### src/rtl/spi_host_bridge_if.sv
`default_nettype none
// ============================================================================
// Module   : spi_host_bridge_if
// Brief    : Upstream stream, config-return and pad signals of the SPI host bridge.
// Revision : 1.0
// ============================================================================
interface spi_host_bridge_if #(
    parameter int SPI_WIDTH = 32
);
    logic [SPI_WIDTH-1:0] tx_data;
    logic                 tx_valid;
    logic                 tx_ready;
    logic [SPI_WIDTH-1:0] cfg_data;
    logic                 cfg_valid;
    logic [SPI_WIDTH-1:0] spi_data_o;
    logic                 spi_data_oe;
    logic [SPI_WIDTH-1:0] spi_data_i;
    logic                 spi_sck;
    logic                 spi_cs_n;
    logic                 oe_req;
    logic                 config_req;
    logic                 near_full;

    modport master (
        input  tx_data, tx_valid, spi_data_i, config_req, near_full,
        output tx_ready, cfg_data, cfg_valid, spi_data_o, spi_data_oe,
               spi_sck, spi_cs_n, oe_req
    );

    modport slave (
        output tx_data, tx_valid, spi_data_i, config_req, near_full,
        input  tx_ready, cfg_data, cfg_valid, spi_data_o, spi_data_oe,
               spi_sck, spi_cs_n, oe_req
    );
endinterface
`default_nettype wire

### src/rtl/spi_host_bridge.sv
`default_nettype none
// ============================================================================
// Module   : spi_host_bridge
// Brief    : Host-side master for one chip read channel: streams words out, fetches config words back.
// Revision : 1.0
// ============================================================================
module spi_host_bridge #(
    parameter int SPI_WIDTH   = 32,
    parameter int SCK_DIV     = 2,
    parameter int TURN_CYCLES = 2
) (
    input  wire logic         clk,
    input  wire logic         rst_n,
    spi_host_bridge_if.master bus
);
    localparam int CNT_MAX = (SCK_DIV > TURN_CYCLES) ? SCK_DIV : TURN_CYCLES;
    localparam int CNT_W   = (CNT_MAX > 1) ? $clog2(CNT_MAX) : 1;

    localparam logic [CNT_W-1:0] c_sck_last  = CNT_W'(SCK_DIV - 1);
    localparam logic [CNT_W-1:0] c_turn_last = CNT_W'(TURN_CYCLES - 1);

    typedef enum logic [2:0] {
        ST_IDLE     = 3'd0,
        ST_SHIFT_LO = 3'd1,
        ST_SHIFT_HI = 3'd2,
        ST_RELEASE  = 3'd3,
        ST_CFG_WAIT = 3'd4,
        ST_CFG_LO   = 3'd5,
        ST_CFG_HI   = 3'd6,
        ST_RECLAIM  = 3'd7
    } state_t;

    state_t               r_state;
    logic [CNT_W-1:0]     r_cnt;
    logic                 r_nf_meta;
    logic                 r_nf_s;
    logic                 r_cr_meta;
    logic                 r_cr_s;
    logic                 r_tx_ready;
    logic [SPI_WIDTH-1:0] r_cfg_data;
    logic                 r_cfg_valid;
    logic [SPI_WIDTH-1:0] r_data_o;
    logic                 r_data_oe;
    logic                 r_sck;
    logic                 r_cs_n;
    logic                 r_oe_req;

    logic w_sck_done;
    logic w_turn_done;

    assign w_sck_done  = (r_cnt == c_sck_last);
    assign w_turn_done = (r_cnt == c_turn_last);

    // Both chip status lines arrive from another clock region.
    always_ff @(posedge clk or negedge rst_n) begin
        if (!rst_n) begin
            r_nf_meta <= 1'b0;
            r_nf_s    <= 1'b0;
            r_cr_meta <= 1'b0;
            r_cr_s    <= 1'b0;
        end else begin
            r_nf_meta <= bus.near_full;
            r_nf_s    <= r_nf_meta;
            r_cr_meta <= bus.config_req;
            r_cr_s    <= r_cr_meta;
        end
    end

    always_ff @(posedge clk or negedge rst_n) begin
        if (!rst_n) begin
            r_state     <= ST_IDLE;
            r_cnt       <= '0;
            r_tx_ready  <= 1'b0;
            r_cfg_data  <= '0;
            r_cfg_valid <= 1'b0;
            r_data_o    <= '0;
            r_data_oe   <= 1'b1;
            r_sck       <= 1'b0;
            r_cs_n      <= 1'b1;
            r_oe_req    <= 1'b1;
        end else begin
            r_tx_ready  <= 1'b0;
            r_cfg_valid <= 1'b0;
            case (r_state)
                // Status lines are only looked at here, so a word in flight is never cut short.
                ST_IDLE: begin
                    r_cnt <= '0;
                    if (r_cr_s) begin
                        r_cs_n    <= 1'b1;
                        r_data_oe <= 1'b0;
                        r_state   <= ST_RELEASE;
                    end else if (bus.tx_valid && !r_nf_s) begin
                        r_tx_ready <= 1'b1;
                        r_data_o   <= bus.tx_data;
                        r_cs_n     <= 1'b0;
                        r_state    <= ST_SHIFT_LO;
                    end else begin
                        r_cs_n <= 1'b1;
                    end
                end
                ST_SHIFT_LO: begin
                    if (w_sck_done) begin
                        r_cnt   <= '0;
                        r_sck   <= 1'b1;
                        r_state <= ST_SHIFT_HI;
                    end else begin
                        r_cnt <= r_cnt + CNT_W'(1);
                    end
                end
                // cs_n is left low; IDLE decides whether the burst continues.
                ST_SHIFT_HI: begin
                    if (w_sck_done) begin
                        r_cnt   <= '0;
                        r_sck   <= 1'b0;
                        r_state <= ST_IDLE;
                    end else begin
                        r_cnt <= r_cnt + CNT_W'(1);
                    end
                end
                ST_RELEASE: begin
                    if (w_turn_done) begin
                        r_cnt    <= '0;
                        r_oe_req <= 1'b0;
                        r_state  <= ST_CFG_WAIT;
                    end else begin
                        r_cnt <= r_cnt + CNT_W'(1);
                    end
                end
                // Gives the chip's registered pad enable time to settle before sampling.
                ST_CFG_WAIT: begin
                    if (w_turn_done) begin
                        r_cnt   <= '0;
                        r_cs_n  <= 1'b0;
                        r_state <= ST_CFG_LO;
                    end else begin
                        r_cnt <= r_cnt + CNT_W'(1);
                    end
                end
                ST_CFG_LO: begin
                    if (w_sck_done) begin
                        r_cnt   <= '0;
                        r_sck   <= 1'b1;
                        r_state <= ST_CFG_HI;
                    end else begin
                        r_cnt <= r_cnt + CNT_W'(1);
                    end
                end
                ST_CFG_HI: begin
                    if (w_sck_done) begin
                        r_cnt       <= '0;
                        r_cfg_data  <= bus.spi_data_i;
                        r_cfg_valid <= 1'b1;
                        r_sck       <= 1'b0;
                        r_cs_n      <= 1'b1;
                        r_oe_req    <= 1'b1;
                        r_state     <= ST_RECLAIM;
                    end else begin
                        r_cnt <= r_cnt + CNT_W'(1);
                    end
                end
                // The chip needs this gap to see oe_req and tristate before we drive again.
                ST_RECLAIM: begin
                    if (w_turn_done) begin
                        r_cnt     <= '0;
                        r_data_oe <= 1'b1;
                        r_state   <= ST_IDLE;
                    end else begin
                        r_cnt <= r_cnt + CNT_W'(1);
                    end
                end
                default: begin
                    r_cnt   <= '0;
                    r_state <= ST_IDLE;
                end
            endcase
        end
    end

    assign bus.tx_ready    = r_tx_ready;
    assign bus.cfg_data    = r_cfg_data;
    assign bus.cfg_valid   = r_cfg_valid;
    assign bus.spi_data_o  = r_data_o;
    assign bus.spi_data_oe = r_data_oe;
    assign bus.spi_sck     = r_sck;
    assign bus.spi_cs_n    = r_cs_n;
    assign bus.oe_req      = r_oe_req;

endmodule
`default_nettype wire

### src/flat_wrapper.sv
// flat-port wrapper written by rule: the top's interface ports become plain ports
module spi_host_bridge_flat 
#(
    parameter int SPI_WIDTH   = 32,
    parameter int SCK_DIV     = 2,
    parameter int TURN_CYCLES = 2
)
  (clk, rst_n, bus_tx_data, bus_tx_valid, bus_spi_data_i, bus_config_req, bus_near_full, bus_tx_ready, bus_cfg_data, bus_cfg_valid, bus_spi_data_o, bus_spi_data_oe, bus_spi_sck, bus_spi_cs_n, bus_oe_req);
  spi_host_bridge_if #(.SPI_WIDTH(SPI_WIDTH)) bus_i ();
  input  wire logic clk;
  input  wire logic rst_n;
  input wire logic [$bits(bus_i.tx_data)-1:0] bus_tx_data;
  input wire logic [$bits(bus_i.tx_valid)-1:0] bus_tx_valid;
  input wire logic [$bits(bus_i.spi_data_i)-1:0] bus_spi_data_i;
  input wire logic [$bits(bus_i.config_req)-1:0] bus_config_req;
  input wire logic [$bits(bus_i.near_full)-1:0] bus_near_full;
  output wire logic [$bits(bus_i.tx_ready)-1:0] bus_tx_ready;
  output wire logic [$bits(bus_i.cfg_data)-1:0] bus_cfg_data;
  output wire logic [$bits(bus_i.cfg_valid)-1:0] bus_cfg_valid;
  output wire logic [$bits(bus_i.spi_data_o)-1:0] bus_spi_data_o;
  output wire logic [$bits(bus_i.spi_data_oe)-1:0] bus_spi_data_oe;
  output wire logic [$bits(bus_i.spi_sck)-1:0] bus_spi_sck;
  output wire logic [$bits(bus_i.spi_cs_n)-1:0] bus_spi_cs_n;
  output wire logic [$bits(bus_i.oe_req)-1:0] bus_oe_req;
  assign bus_i.tx_data = bus_tx_data;
  assign bus_i.tx_valid = bus_tx_valid;
  assign bus_i.spi_data_i = bus_spi_data_i;
  assign bus_i.config_req = bus_config_req;
  assign bus_i.near_full = bus_near_full;
  assign bus_tx_ready = bus_i.tx_ready;
  assign bus_cfg_data = bus_i.cfg_data;
  assign bus_cfg_valid = bus_i.cfg_valid;
  assign bus_spi_data_o = bus_i.spi_data_o;
  assign bus_spi_data_oe = bus_i.spi_data_oe;
  assign bus_spi_sck = bus_i.spi_sck;
  assign bus_spi_cs_n = bus_i.spi_cs_n;
  assign bus_oe_req = bus_i.oe_req;
  spi_host_bridge #(.SPI_WIDTH(SPI_WIDTH), .SCK_DIV(SCK_DIV), .TURN_CYCLES(TURN_CYCLES)) u_core (.clk(clk), .rst_n(rst_n), .bus(bus_i));
endmodule
### config.mk
export PLATFORM = sky130hd
export DESIGN_NAME = spi_host_bridge_flat
export DESIGN_NICKNAME = d
export VERILOG_FILES = /design/src/rtl/spi_host_bridge_if.sv /design/src/rtl/spi_host_bridge.sv /design/src/flat_wrapper.sv
export SDC_FILE = /design/constraint.sdc
export NUM_CORES = 1
export LEC_CHECK = 0
export BUFFER_PORTS_ARGS = -buffer_cell sky130_fd_sc_hd__buf_2
export CAP_MARGIN = 10
export CORE_UTILIZATION = 30
export DETAILED_ROUTE_END_ITERATION = 8
export GPL_TIMING_DRIVEN = 0
export PLACE_DENSITY = 0.62
export RECOVER_POWER = 100
export SLEW_MARGIN = 20
export SYNTH_ARGS = -nofsm -noshare
export SYNTH_HDL_FRONTEND = slang
export SYNTH_SLANG_ARGS = --single-unit
### constraint.sdc
create_clock -name clk -period 1.47 [get_ports clk]
set_input_delay 0.294 -clock clk [delete_from_list [all_inputs] [get_ports clk]]
set_output_delay 0.294 -clock clk [all_outputs]
set_load 0.03 [all_outputs]
* After elaboration in Yosys (flattened, before gate mapping) *
Index checks and enable logic that the tools add are counted.

storage, ports and cells
  memories kept = 0
  bits in latches = 0
  register bits after elaboration = 78
  memory bits (read-only) = 0
  RAM bits = 0
  word-level logic and storage cells = 77
  output and inout bits = 70
  input bits = 69

operators by class
  equal/unequal tests = 18
  shifts and indexed selects = 0
  add/sub/neg operators = 1
  order comparisons = 0
  muxes and demuxes = 25
  bitwise gates (word level) = 1
  multiply operators = 0
  reduce and logical (&&, ||, !) cells = 18
  divide/modulo/power cells = 0

operators by type and width
  operator               count
  $mux W3                8
  $pmux W3 S7            1
  $ne A2 B1 Y1 const B   10
  $reduce_and A3 Y1      5
  $eq A3 B3 Y1 const B   4
  $mux W1                11
  $pmux W1 S2            4
  $reduce_and A7 Y1      1
  $reduce_or A7 Y1       1
  $eq A3 B2 Y1 const B   2
  $reduce_bool A2 Y1     3
  $reduce_or A2 Y1       3
  $eq A3 B1 Y1 const B   1
  $logic_not A3 Y1       1
  $ne A3 B1 Y1 const B   1
  $pmux W1 S3            1
  $reduce_bool A3 Y1     1
  $reduce_and A2 Y1      1
  $add A1 B1 Y1 const B  1
  $logic_and A1 B1 Y1    1
  $logic_not A1 Y1       1
  $not A1 Y1             1

* Logic depth before layout (Yosys ltp) *
  depth in word-level cells = 5
  gate-level depth with buffers = 7
  gate-level depth less buffers = 6

* Worst setup path after synthesis *
OpenSTA, ideal clock, no wires.

  path kind = reg2reg
  start = register u_core.r_state[0]
  end = register u_core.r_state[1]
  library setup time = 125 ps
  path slack = -144 ps
  buffers on the path = 0
  cell stages (with the launch flop) = 7
  data arrival time = 1489 ps
  period minus slack after synthesis = 1614 ps
  data required time = 1345 ps
  path through = dfrtp_1 > inv_1 > ha_1 > a21oi_2 > a21oi_2 > or2_1 > mux2_4

between the ends
  cells in the longest elaborated chain, start to end = 4
  elaborated cells on any way between the ends = 18
  those cells by class = eq/ne (14); mux (1); reduce/logical (3)

ends and longest elaborated chain
  element                                              line                   source
  start, declared                                      spi_host_bridge.sv:33  state_t r_state;
  start signal, assigned                               spi_host_bridge.sv:71  r_state <= ST_IDLE;
  start signal, assigned                               spi_host_bridge.sv:91  r_state <= ST_RELEASE;
  start signal, assigned                               spi_host_bridge.sv:96  r_state <= ST_SHIFT_LO;
  $eq A3 B2 Y1 / $eq A3 B3 Y1 (equally long branches)  spi_host_bridge.sv:84  case (r_state)
  $reduce_or A2 Y1 (no line)                           n/a
  $ne A2 B1 Y1 (no line)                               n/a
  $reduce_and A7 Y1 (no line)                          n/a

Parallel ways exist; a longest one is shown, timed or not.
A chain may end at the register's enable or synchronous reset.

* Final worst setup path *
  start = register u_core.r_state[1]
  end = register u_core.r_state[1]

The elaborated chain is that of the path after synthesis.

==> results by group <==
Floorplan
  – Width of the die: 104.8 um
  – Initial Utilization: between 30% and 40%
  – Core area: slightly above 10000 um^2
  – Ports: between 100 and 150
  – Rows: 37
  – Die Span Y: roughly 100 um
  – Die area: between 10000 and 15000 um^2

Clocking
  – TritonCTS clock tree: yes
  – Longest Clk Path Bufs: 2
  – Sink Count: 78
  – Worst-path clk slew: 0.08 ns
  – CTS buffer count: 9
  – Clock Tree Root: clkbuf_8
  – Skew-Pair Late Insertion Delay: approximately 0.35 ns
  – H-Tree Depth: 3

Synth
  – Yosys top cell by area: dfrtp_1
  – Cell count after synthesis: 200
  – Synth Area in Compound Gates: under 10%
  – Post-synthesis simple-gate area fraction: around 3.7%
  – Cell Area, Synth: about 3200 um^2
  – Post-Synthesis Net Count: between 200 and 300
  – Adder-Cell Fraction of Synth Area: under 10%
  – Syn_area_per_cell: roughly 16 um^2
  – Synth Register Bits: a little under 80
  – Seq/Total Area, Yosys: 61.66%
  – Most used flip-flop cell after synthesis: dfrtp_1
  – XOR/XNOR share of the synthesized area: 0%
  – Synth unique cells: 25
  – Count leader, synth: dfrtp_1
  – Post-synth EDFFs: 0
  – Share of the synthesized area in the top cell type: between 50% and 60%
  – Share of synthesized flip-flops with an asynchronous set or reset: 100.0%
  – Synth cell count leaders: dfrtp_1, mux2_2, mux2_4
  – Yosys warns: 0
  – Post-synthesis mux area share: between 20% and 30%
  – Area contributors post-synth: dfrtp_1, mux2_4, mux2_2
  – Largest family of logic cells by synthesized area: multiplexers

Route
  – Drt pass-1 iters: 4
  – WL/cell: roughly 13 um
  – Vias per cell: about 4.3
  – Vias post-DR: 2160
  – Metal-1 WL: approximately 2900 um
  – Routed wire length: between 6000 and 7000 um
  – ANT nets after route: 0
  – Top routing layer used: met4
  – Met3 Routed Length: 416 um
  – DR DRC count: 0
  – DR iter-0 viols: 68
  – Met2 routed WL: roughly 3100 um

Setup path
  – Worst Reg-to-Reg Cells: 6
  – CP Capture Point: u_core.r_state[1]
  – Worst Setup SP: u_core.r_state[1]
  – Worst setup EP type: register
  – CP arrival: roughly 1.8 ns
  – FF-to-FF Start: u_core.r_state[1]
  – Startpoint Class: register
  – Worst reg-to-reg setup slack: -0.12 ns
  – CP Class: reg -> reg
  – Reg2reg end: u_core.r_state[1]
  – Data required, critical path: approximately 1.7 ns
  – Crit Path Max Fanout: 6

STA
  – Layout Skew: 0.006980 ns
  – Final Hold Fails: 0
  – Slew margin rel.: around a third
  – Max frequency: between 0.6 and 0.7 GHz
  – Final WS setup: -0.1239 ns
  – Slew Viols, Final: 0
  – Final Cycle Share: 108.4%
  – RSZ-0062 raised after global routing: true
  – Final setup viols: 37
  – Worst Tran Pin Value: around 1.0 ns
  – Tmin final: 1.594 ns

Layout
  – Layout area overhead: 41.62%
  – Final net count: 435
  – Layout cells sized above 1: between 70% and 80%
  – Fillers: 1008
  – # diodes: 0
  – Cell area after layout: 4492 um^2

Run
  – Max-cap viol count: 0

Placement
  – Gpl congestion: approximately 0.72
  – DP Worst Slack: -0.1685 ns
  – Post-DP Area: between 4000 and 5000 um^2
  – Detailed placement HPWL: 4750 um
  – IO Port Bufs: approximately 140

Run status
  – Outcome: finished with violations
  – Violated checks: negative setup slack

GRT
  – Initial antenna violation count: 0
  – Number of global-route vias before repair: ~2200
  – First-pass GRT wire length: around 11000 um
  – GRT Residual Overflow: 0
  – Largest net degree at the start of global routing: 41
  – GRT Total Usage: 12.64%

Power
  – Largest vdd supply drop: 973.9 uV
  – LEAKAGE: between 2 and 2.5 nW
  – Power Density: between 2000 and 2500 nW/um^2

Min path
  – Hold WC Path Type: in -> reg
[where the power goes]
part	internal, mW	switching, mW
sequential	3.14	0.502
clock	0.876	0.756
combinational	2.23	3.14
total	6.25	4.40
[layout by cell type, fill, tap and decap left out, types with 2 or more instances in the layout]
master / synthesis / final
dfstp_2: 3 / 3
buf_12: 0 / 4
buf_2: 5 / 138
a21oi_2: 2 / 2
inv_1: 6 / 4
buf_6: 4 / 5
buf_4: 0 / 11
nand3_4: 1 / 2
nor2_1: 3 / 2
ha_4: 0 / 3
clkbuf_1: 0 / 2
o21ai_0: 4 / 3
mux2_4: 30 / 30
mux2_2: 35 / 35
inv_2: 0 / 2
clkbuf_8: 0 / 11
a21oi_1: 8 / 7
nand2_1: 7 / 7
dfrtp_1: 75 / 74
[worst min path at each step]
stage	start	endpoint	cells after the start
after floorplan	rst_n	u_core.bus.cfg_data[0]	0
after global placement	u_core.r_nf_meta	u_core.r_nf_s	0
after detailed placement	rst_n	u_core.r_cnt	1
after CTS	bus_near_full	u_core.r_nf_meta	1
after global routing	bus_config_req	u_core.r_cr_meta	1
final	bus_near_full	u_core.r_nf_meta	1
[critical path, stage by stage (launching register included)]
cell	delay, ns
dfrtp_2	0.43
inv_2	0.08
ha_4	0.20
a21oi_4	0.15
a21oi_2	0.09
or2_4	0.25
mux2_4	0.29
[logic make-up after synthesis]
| group | Yosys count |
|---|---|
| fa+ha+maj | 4 |
| compound gates | 18 |
| buf+inv | 15 |
| mux | 65 |
| simple gates | 20 |
| flops | 78 |
[timing repair]
item | CTS | global route
endpoints found under the hold margin | 35 | 0
setup endpoints to repair | 60 | 61
buffers inserted | 4 | 8
hold buffers | 1 | 0
pin swaps | 4 | 6
gates resized for setup | 15 | 7
[final cells by class]
cell class              instances  area [um^2]  share of cell area [%]
clock inverters                 3        42.54                  0.9471
inverters                       6        22.52                  0.5014
multi-input cells             107         1216                   27.08
repair buffers                152        814.5                   18.13
clock buffers                  13        158.9                   3.538
well taps                     136        170.2                   3.788
flip-flops and latches         78         1957                   43.57
plain buffers                   8        110.1                   2.451
[layer usage]
metal  global-route usage (%)  up-vias
met2                    20.44       85
met3                    4.055        9
met1                    14.98     1050
met4                    6.640        0
met5                        0        -
li1                         -     1016
[per-stage QoR]
step / power, mW / setup TNS [ns] / utilization [%] / cells / hold slack (ns)
after floorplan: 7.340 / -0.05352 / - / 200 / -0.001591
after global placement: 8.654 / -37.50 / 39.71 / 474 / 0.3323
after detailed placement: 8.759 / -7.283 / 39.93 / 475 / 0.3074
after CTS: 10.61 / -2.704 / 42.82 / 495 / 0.02936
after global routing: 11.26 / -9.993 / 43.71 / 503 / 0.02733
final: 10.65 / -2.551 / 43.71 / 503 / 0.05236
No activity file was read; power rests on OpenSTA's default activity.
